File: src/rtl/segmentos_pkg.sv
// Shared definitions for the 7-segment read-back path: code width, the
// active-low segment patterns of the display decoder, and the frame FSM states.
package segmentos_pkg;

  localparam int SEG_WIDTH = 7;

  // Segment order is g f e d c b a, a lit segment is 0
  localparam logic [SEG_WIDTH-1:0] SEG_0 = 7'b1000000;
  localparam logic [SEG_WIDTH-1:0] SEG_1 = 7'b1111001;
  localparam logic [SEG_WIDTH-1:0] SEG_2 = 7'b0100100;
  localparam logic [SEG_WIDTH-1:0] SEG_3 = 7'b0110000;
  localparam logic [SEG_WIDTH-1:0] SEG_4 = 7'b0011001;
  localparam logic [SEG_WIDTH-1:0] SEG_5 = 7'b0010010;
  localparam logic [SEG_WIDTH-1:0] SEG_6 = 7'b0000010;
  localparam logic [SEG_WIDTH-1:0] SEG_7 = 7'b1111000;
  localparam logic [SEG_WIDTH-1:0] SEG_8 = 7'b0000000;
  localparam logic [SEG_WIDTH-1:0] SEG_9 = 7'b0011000;

  typedef enum logic [1:0] {
    IDLE,
    COLLECT,
    DONE
  } state_t;

  // Largest value a frame of 'digits' decimal digits can carry (10^digits - 1)
  function automatic longint max_value(input int digits);
    longint p;
    p = 1;
    for (int i = 0; i < digits; i++) p = p * 10;
    return p - 1;
  endfunction

endpackage

File: src/rtl/seg7_a_bcd.sv
// Combinational inverse of the 7-segment decoder: maps an active-low segment
// code to its BCD digit. Unknown patterns decode to 0 with valid low.
module seg7_a_bcd
  import segmentos_pkg::*;
(
  input  logic [SEG_WIDTH-1:0] seg_in,
  output logic [3:0]           digit,
  output logic                 valid
);

  // Table lookup; anything outside the ten digit patterns is flagged
  always_comb begin
    digit = 4'd0;
    valid = 1'b1;
    case (seg_in)
      SEG_0:   digit = 4'd0;
      SEG_1:   digit = 4'd1;
      SEG_2:   digit = 4'd2;
      SEG_3:   digit = 4'd3;
      SEG_4:   digit = 4'd4;
      SEG_5:   digit = 4'd5;
      SEG_6:   digit = 4'd6;
      SEG_7:   digit = 4'd7;
      SEG_8:   digit = 4'd8;
      SEG_9:   digit = 4'd9;
      default: valid = 1'b0;
    endcase
  end

endmodule

File: src/rtl/segmentos_a_bin.sv
// Collects NUM_DIGITS active-low 7-segment codes (most significant first)
// under valid/ready, and reports the decimal value of the frame in binary
// with a one-cycle bin_valid pulse and a sticky-per-frame invalid-code flag.
module segmentos_a_bin
  import segmentos_pkg::*;
#(
  parameter int NUM_DIGITS = 4,
  parameter int BIN_WIDTH  = 14
) (
  input  logic                 clk,
  input  logic                 reset,
  input  logic                 seg_valid,
  input  logic [6:0]           seg_in,
  output logic                 seg_ready,
  output logic [BIN_WIDTH-1:0] bin_out,
  output logic                 bin_valid,
  output logic                 error
);

  localparam int CNT_W = $clog2(NUM_DIGITS + 1);
  localparam logic [CNT_W-1:0] LAST_CNT = CNT_W'(NUM_DIGITS);

  if (NUM_DIGITS < 1 || NUM_DIGITS > 6) begin : g_bad_digits
    $error("segmentos_a_bin: NUM_DIGITS must be in 1..6");
  end
  if ((longint'(1) << BIN_WIDTH) <= max_value(NUM_DIGITS)) begin : g_bad_width
    $error("segmentos_a_bin: BIN_WIDTH too narrow for NUM_DIGITS decimal digits");
  end

  state_t               state;
  logic [BIN_WIDTH-1:0] acc;
  logic [CNT_W-1:0]     count;
  logic                 err_acc;

  logic [SEG_WIDTH-1:0] seg_gated;
  logic [3:0]           digit;
  logic                 code_ok;
  logic                 transfer;
  logic [BIN_WIDTH-1:0] acc_next;
  logic [CNT_W-1:0]     count_next;
  logic                 err_next;

  // seg_in is forced to a known pattern when not valid so an undriven bus
  // can never reach the accumulator through the decoder
  assign seg_gated = seg_valid ? seg_in : SEG_0;

  seg7_a_bcd u_dec (
    .seg_in (seg_gated),
    .digit  (digit),
    .valid  (code_ok)
  );

  assign transfer   = seg_valid && seg_ready;
  // acc*10 + digit as two shifts and adds, wrapping at BIN_WIDTH
  assign acc_next   = (acc << 3) + (acc << 1) + BIN_WIDTH'(digit);
  assign count_next = count + CNT_W'(1);
  assign err_next   = err_acc | ~code_ok;

  // Frame FSM: accumulate digits in IDLE/COLLECT, publish result in DONE
  always_ff @(posedge clk) begin
    if (reset) begin
      state     <= IDLE;
      acc       <= '0;
      count     <= '0;
      err_acc   <= 1'b0;
      seg_ready <= 1'b1;
      bin_out   <= '0;
      bin_valid <= 1'b0;
      error     <= 1'b0;
    end else begin
      bin_valid <= 1'b0;
      case (state)
        IDLE, COLLECT: begin
          if (transfer) begin
            if (count_next == LAST_CNT) begin
              // Last digit: publish directly so bin_out is valid in DONE
              state     <= DONE;
              seg_ready <= 1'b0;
              bin_valid <= 1'b1;
              bin_out   <= acc_next;
              error     <= err_next;
              acc       <= '0;
              count     <= '0;
              err_acc   <= 1'b0;
            end else begin
              state   <= COLLECT;
              acc     <= acc_next;
              count   <= count_next;
              err_acc <= err_next;
            end
          end
        end
        DONE: begin
          state     <= IDLE;
          seg_ready <= 1'b1;
        end
        default: begin
          state     <= IDLE;
          seg_ready <= 1'b1;
        end
      endcase
    end
  end

endmodule
File: config.mk
export PLATFORM = sky130hd
export DESIGN_NAME = segmentos_a_bin
export DESIGN_NICKNAME = d
export VERILOG_FILES = /design/src/rtl/segmentos_pkg.sv /design/src/rtl/seg7_a_bcd.sv /design/src/rtl/segmentos_a_bin.sv
export SDC_FILE = /design/constraint.sdc
export NUM_CORES = 1
export LEC_CHECK = 0
export BUFFER_PORTS_ARGS = -buffer_cell sky130_fd_sc_hd__buf_2
export CAP_MARGIN = 20
export CELL_PAD_IN_SITES_DETAIL_PLACEMENT = 0
export CELL_PAD_IN_SITES_GLOBAL_PLACEMENT = 1
export CORE_AREA = 2 2 57 99
export DETAILED_ROUTE_END_ITERATION = 7
export DIE_AREA = 0 0 59 101
export GPL_ROUTABILITY_DRIVEN = 0
export PLACE_DENSITY_LB_ADDON = 0.1
export SYNTH_ARGS = -nofsm -noshare
export SYNTH_HDL_FRONTEND = slang
export SYNTH_SLANG_ARGS = --single-unit
File: constraint.sdc
create_clock -name clk -period 4.86 [get_ports clk]
set_clock_uncertainty 0.15 [all_clocks]
set_input_delay 0.243 -clock clk [delete_from_list [all_inputs] [get_ports clk]]
set_output_delay 0.243 -clock clk [all_outputs]
set_load 0.03 [all_outputs]
==> flow_summary_export.csv, run 1 <==
group,metric,value,unit
min_path,min_delay_worst_endpoint,"bin_out[0]$_SDFFE_PP0P_",
layout,drive_above_1_share,0.142,
timing,max_freq,285,MHz
run,maxCapViolCount,0,
die,core,5170,sq um
cts,cts_setup_buffers,0,
timing,drv_slew,0,
logic_synthesis,yosysSeqAreaShare,0.324,
layout,nFillCells,562,
timing,slew_headroom,0.494,
cts,postCtsHoldBufs,0,
timing,worst_slew_pin_slew,0.759,ns
pwr,p_per_area,232,nW/um^2
route,routed_wirelength,5.78,mm
timing,period_share,0.723,
die,initial_core_util,0.419,
placed_design,numPortBuffers,26,
timing,final.setup.tns,0,ns
global_routing,gr-total-overflow,0,
setup_path,critPathArrivalTime,3.57,ns
min_path,hp-start,"seg_valid",
pwr,switchingPower,149,uW
cts,htreeDepth,2,
layout,final_cell_area,2380,sq um
route,dr.first_iter.drc_count,54,
setup_path,worst-r2r-setup-slack,1.97,ns
logic_synthesis,syn_inst,261,
global_routing,antenna_found_initial,0,
setup_path,r2r_cells,10,
setup_path,startpoint_type,"primary input",
timing,period_needed,3.51,ns
logic_synthesis,synth_flop_cell,"dfxtp_1",
cts,clk_latency,0.29,ns
setup_path,slowest_delay,0.48,ns
min_path,min_path_cells,5,
route,dr_total_vias,1896,
pwr,ir_drop,0.112,mV
die,die_y,101,microns
cts,cts_tree,"built",
setup_path,crit_chain,"buf_2, or3b_1, or4_4, o21bai_1, fa_1, inv_1, fa_1, a21oi_1, o21ai_0, a21oi_1, a31oi_1, xnor2_1, a211oi_1",
setup_path,r2r-end,"bin_out[12]$_SDFFE_PP0P_",
pwr,seq_power_share,0.527,
global_routing,grt_usage,0.212,
layout,diodes,0,
logic_synthesis,ys_types,47,
die,die_area,5960,sq um
pwr,switching_share,0.268,
logic_synthesis,synth_edf_count,0,
logic_synthesis,synth-seq-cells,35,
pwr,clock_power_share,0.387,
cts,clk_pin_slew_worst_paths,0.07,ns
pwr,pwr-share-comb,0.086,
setup_path,timing.rr.start,"acc[0]$_SDFFE_PP0P_",
logic_synthesis,avgSynthCellArea,8.30,sq um
route,ant_nets,0,
logic_synthesis,synth_warnings,0,
run_status,status,"complete, no violations",
timing,setup_violations,0,
global_routing,grt_max_degree,38,
die,rows,35,
layout,fin_nets,317,
die,dieWidth,59,microns
pwr,power.internal,405,uW
cts,numCtsBuffers,5,
global_routing,first_global_vias,1912,
setup_path,critical_path_class,"in -> reg",
logic_synthesis,synthesis.area,2170,sq um
timing,hold_viol,0,
layout,areaGrowthSynthToFinish,10.1,%
timing,rsz0062_at_grt,"false",
cts,post_cts_resize_count,0,
cts,clockBufferDepth,2,
setup_path,cp_data_required_time,4.92,ns
setup_path,critPathLaunch,"seg_valid",
min_path,min-delay-path-class,"in -> reg",
global_routing,grt_pass1_wl,9.31,mm
cts,cts.sinks,35,
setup_path,crit_path_end_kind,"register",
route,detail_route.drc_violations,0,
cts,root_buffer,"clkbuf_8",
route,vias_per_cell,5.64,
logic_synthesis,synth_nets,298,
logic_synthesis,synth-async-reset-ratio,0,
setup_path,cp_max_fo,8,
route,wl_per_cell,17.2,microns
pwr,power.leakage,0.00109,uW
setup_path,critPathSlowestCell,"fa_1",
die,pin_count,27,
placed_design,detailed_place_hpwl,4.47,mm
placed_design,place_area,2300,sq um
route,drt_first_pass_iters,5,
placed cells by master (no fill, tap or decap), types with 4 or more instances in the layout:
cell | Yosys | routed
a21oi_1 | 23 | 23
a22oi_1 | 5 | 5
and3_1 | 4 | 4
buf_2 | 3 | 26
clkbuf_8 | 0 | 5
dfxtp_1 | 35 | 35
ha_1 | 25 | 25
inv_1 | 9 | 9
nand2_1 | 37 | 37
nand3_1 | 6 | 6
nand3b_1 | 5 | 5
nor2_1 | 25 | 25
nor3_1 | 4 | 4
o21ai_0 | 11 | 11
xnor2_1 | 8 | 8
xor2_1 | 5 | 5
stage by stage:
stage | utilization | worst slack (ns) | hold WS, ns | std cells | total power [uW]
floorplan | - | 1.39 | 0.279 | 261 | 332
detailed placement | 0.445 | 1.07 | 0.295 | 328 | 347
global route | 0.462 | 1.06 | 0.308 | 336 | 576
CTS | 0.462 | 1.36 | 0.244 | 336 | 559
global placement | 0.445 | 1.10 | 0.293 | 328 | 347
finish | 0.462 | 1.35 | 0.245 | 336 | 554
cells in the mapped netlist, types with 5 or more instances:
| master | n | area [sq um] |
|---|---|---|
| xnor2_1 | 8 | 70.1 |
| nand2_1 | 37 | 139 |
| inv_1 | 9 | 33.8 |
| nor2_1 | 25 | 93.8 |
| nand3b_1 | 5 | 37.5 |
| dfxtp_1 | 35 | 701 |
| xor2_1 | 5 | 43.8 |
| clkbuf_1 | 9 | 33.8 |
| ha_1 | 25 | 313 |
| a21oi_1 | 23 | 115 |
| o21ai_0 | 11 | 55.1 |
| nand3_1 | 6 | 30.0 |
| a22oi_1 | 5 | 37.5 |
logic make-up after synthesis:
group	share of synthesized area
flops	0.324
mux	0.00462
buf+inv	0.0456
fa+ha+maj	0.163
compound gates	0.190
simple gates	0.221
xor+xnor	0.0526
area by class of cell:
cell class / count / area, sq um / area share
clock buffer: 6 / 72.6 / 0.0304
clock inverter: 2 / 12.5 / 0.00525
inverter: 9 / 33.8 / 0.0142
multi-input combinational: 203 / 1370 / 0.573
sequential: 35 / 701 / 0.294
tap: 55 / 68.8 / 0.0289
timing repair buffer: 26 / 130 / 0.0546
worst max-delay path: cells and delay by family:
kind | cells | cell delay (ns)
XOR/XNOR | 1 | 0.16
adder cells (fa/ha/maj) | 2 | 0.94
AO/OA/AOI/OAI | 6 | 1.21
buffers and inverters | 2 | 0.21
AND/OR/NAND/NOR | 2 | 0.82
registers in the layout, summed over array words and instances (netlist names):
signal     cells
seg_ready      1
err_acc        1
bin_valid      1
bin_out       14
count          3
state          1
error          1
acc           13
per-layer routing:
layer / wire length (microns) / global-route usage
met5: 0 / 0
met4: 284 / 0.140
met3: 102 / 0.0321
met2: 3370 / 0.401
met1: 2030 / 0.199
power groups by stage:
stage | Combinational, uW | Clock, uW | Sequential (uW)
3_5_place_dp | 48.2 | 0 | 299
3_3_place_gp | 48.3 | 0 | 299
6_report | 47.7 | 214 | 292
2_1_floorplan | 32.6 | 0 | 299
5_1_grt | 54.5 | 229 | 292
4_1_cts | 48.3 | 219 | 292
worst max path at each step:
stage	end	slack (ns)	depth (start not counted)
6_report	bin_out[12]$_SDFFE_PP0P_	1.35	13
5_1_grt	bin_out[12]$_SDFFE_PP0P_	1.06	13
4_1_cts	bin_out[12]$_SDFFE_PP0P_	1.36	13
3_5_place_dp	bin_out[12]$_SDFFE_PP0P_	1.07	13
3_3_place_gp	bin_out[12]$_SDFFE_PP0P_	1.10	13
2_1_floorplan	bin_out[12]$_SDFFE_PP0P_	1.39	13
(Power assumes the default switching activity.)
==> run 2: changes to the inputs <==
- clock period: 4.86 -> 3.6 ns (I/O delays scaled with it)
==> run 2 against run 1 <==
  * Clock power grew 33%
  * Non-clock buffer count grew 11
  * Clock-buffer cell count is the same
  * Critical path type unchanged
==> flow_summary_export.csv, run 2 (synthesis results as in run 1) <==
group,metric,value,unit
run_status,status,"complete, no violations",
global_routing,gr-total-overflow,0,
timing,max_freq,302,MHz
layout,final_common_cell,"nand2_1",
cts,cts.sinks,35,
timing,period_share,0.921,
cts,cts_setup_buffers,0,
setup_path,critPathArrivalTime,3.36,ns
setup_path,critPathLaunch,"seg_in[0]",
timing,final.setup.tns,0,ns
timing,period_needed,3.31,ns
route,routed_wirelength,5.60,mm
cts,post_cts_resize_count,0,
route,dr.first_iter.drc_count,84,
pwr,power.leakage,0.00114,uW
die,dieWidth,59,microns
layout,largest_register_ffs,14,
die,die_y,101,microns
setup_path,r2r_cells,10,
setup_path,critical_path_class,"in -> reg",
layout,layout_common_cells,"nand2_1 (37), dfxtp_1 (35), buf_2 (26)",
layout,fin_nets,328,
min_path,min-delay-path-class,"in -> reg",
route,wl_per_cell,16.1,microns
die,rows,35,
global_routing,grt_max_degree,38,
pwr,seq_power_share,0.527,
setup_path,timing.rr.start,"acc[0]$_SDFFE_PP0P_",
global_routing,grt_usage,0.206,
timing,worst_slew_pin_slew,0.695,ns
pwr,p_per_area,303,nW/um^2
global_routing,antenna_found_initial,0,
min_path,min_delay_worst_endpoint,"err_acc$_SDFFE_PP0P_",
setup_path,worst-r2r-setup-slack,0.78,ns
setup_path,startpoint_type,"primary input",
setup_path,r2r-end,"bin_out[10]$_SDFFE_PP0P_",
cts,clk_latency,0.29,ns
run,maxCapViolCount,0,
layout,nFillCells,548,
placed_design,detailed_place_hpwl,4.45,mm
cts,postCtsHoldBufs,0,
die,die_area,5960,sq um
cts,root_buffer,"clkbuf_8",
die,pin_count,27,
timing,setup_slack,0.286,ns
placed_design,place_ws,-0.0118,ns
die,initial_core_util,0.419,
placed_design,numPortBuffers,26,
route,ant_nets,0,
setup_path,cp_max_fo,3,
timing,setup_violations,0,
route,drt_first_pass_iters,4,
layout,top_regs,"bin_out: 14 flops, acc: 13 flops, count: 3 flops",
cts,cts_tree,"built",
route,vias_per_cell,5.53,
timing,drv_slew,0,
pwr,ir_drop,0.217,mV
setup_path,cp_data_required_time,3.65,ns
pwr,switchingPower,197,uW
timing,rsz0062_at_grt,"false",
min_path,min_path_cells,3,
pwr,switching_share,0.263,
route,dr_total_vias,1920,
global_routing,first_global_vias,1943,
timing,hold_viol,0,
die,core,5170,sq um
setup_path,crit_path_end_kind,"register",
cts,clockBufferDepth,2,
layout,top_register,"bin_out",
cts,clk_pin_slew_worst_paths,0.07,ns
layout,areaGrowthSynthToFinish,13.9,%
min_path,hp-start,"seg_in[4]",
layout,drive_above_1_share,0.175,
route,detail_route.drc_violations,0,
pwr,pwr-share-comb,0.092,
global_routing,grt_pass1_wl,9.02,mm
cts,htreeDepth,2,
timing,slew_headroom,0.537,
pwr,power.internal,551,uW
cts,numCtsBuffers,5,
layout,diodes,0,
pwr,clock_power_share,0.381,
[run 2: worst max-delay path by stage]
stage | end | cells past startpoint
2_1_floorplan | bin_out[12]$_SDFFE_PP0P_ | 13
3_3_place_gp | bin_out[8]$_SDFFE_PP0P_ | 14
3_5_place_dp | bin_out[8]$_SDFFE_PP0P_ | 14
4_1_cts | bin_out[8]$_SDFFE_PP0P_ | 14
5_1_grt | bin_out[8]$_SDFFE_PP0P_ | 14
6_report | bin_out[10]$_SDFFE_PP0P_ | 13
[run 2: metrics by stage]
stage           util  cell area [sq um]  instances  power (uW)  hold slack [ns]
3_3_place_gp   0.461               2380        339         472            0.291
5_1_grt        0.477               2470        347         784            0.239
4_1_cts        0.477               2470        347         753            0.218
2_1_floorplan      -               2170        261         448            0.217
3_5_place_dp   0.461               2380        339         472            0.292
6_report       0.477               2470        347         747            0.212
[run 2: per-layer routing]
metal | global-route usage | part of all wire | vias up
li1 | - | - | 981
met3 | 0.0270 | 0.019 | 13
met4 | 0.0997 | 0.034 | 0
met2 | 0.413 | 0.59 | 31
met5 | 0 | 0 | -
met1 | 0.189 | 0.35 | 895
[run 2: final cells by class]
cell class / instances / area (sq um) / share of cell area
Sequential cell: 35 / 701 / 0.284
Tap cell: 55 / 68.8 / 0.0279
Clock buffer: 6 / 72.6 / 0.0294
Clock inverter: 2 / 12.5 / 0.00507
Multi-Input combinational cell: 203 / 1370 / 0.554
Inverter: 9 / 33.8 / 0.0137
Timing Repair Buffer: 37 / 213 / 0.0862
[run 2: power groups by stage]
stage / Sequential, uW / Combinational [uW] / Clock [uW]
3_5_place_dp: 403 / 68.9 / 0
5_1_grt: 394 / 77.0 / 312
3_3_place_gp: 403 / 68.7 / 0
2_1_floorplan: 404 / 44.1 / 0
4_1_cts: 394 / 69.0 / 290
6_report: 394 / 68.4 / 285
[run 2: worst max-delay path, cell delays in order]
cell	delay (ns)
buf_2	0.10
or3b_1	0.38
or4_4	0.42
o21bai_1	0.19
fa_1	0.50
inv_1	0.07
fa_1	0.44
a21oi_1	0.19
o21ai_0	0.09
a21oi_1	0.28
a21oi_1	0.13
xnor2_1	0.15
a211oi_1	0.24
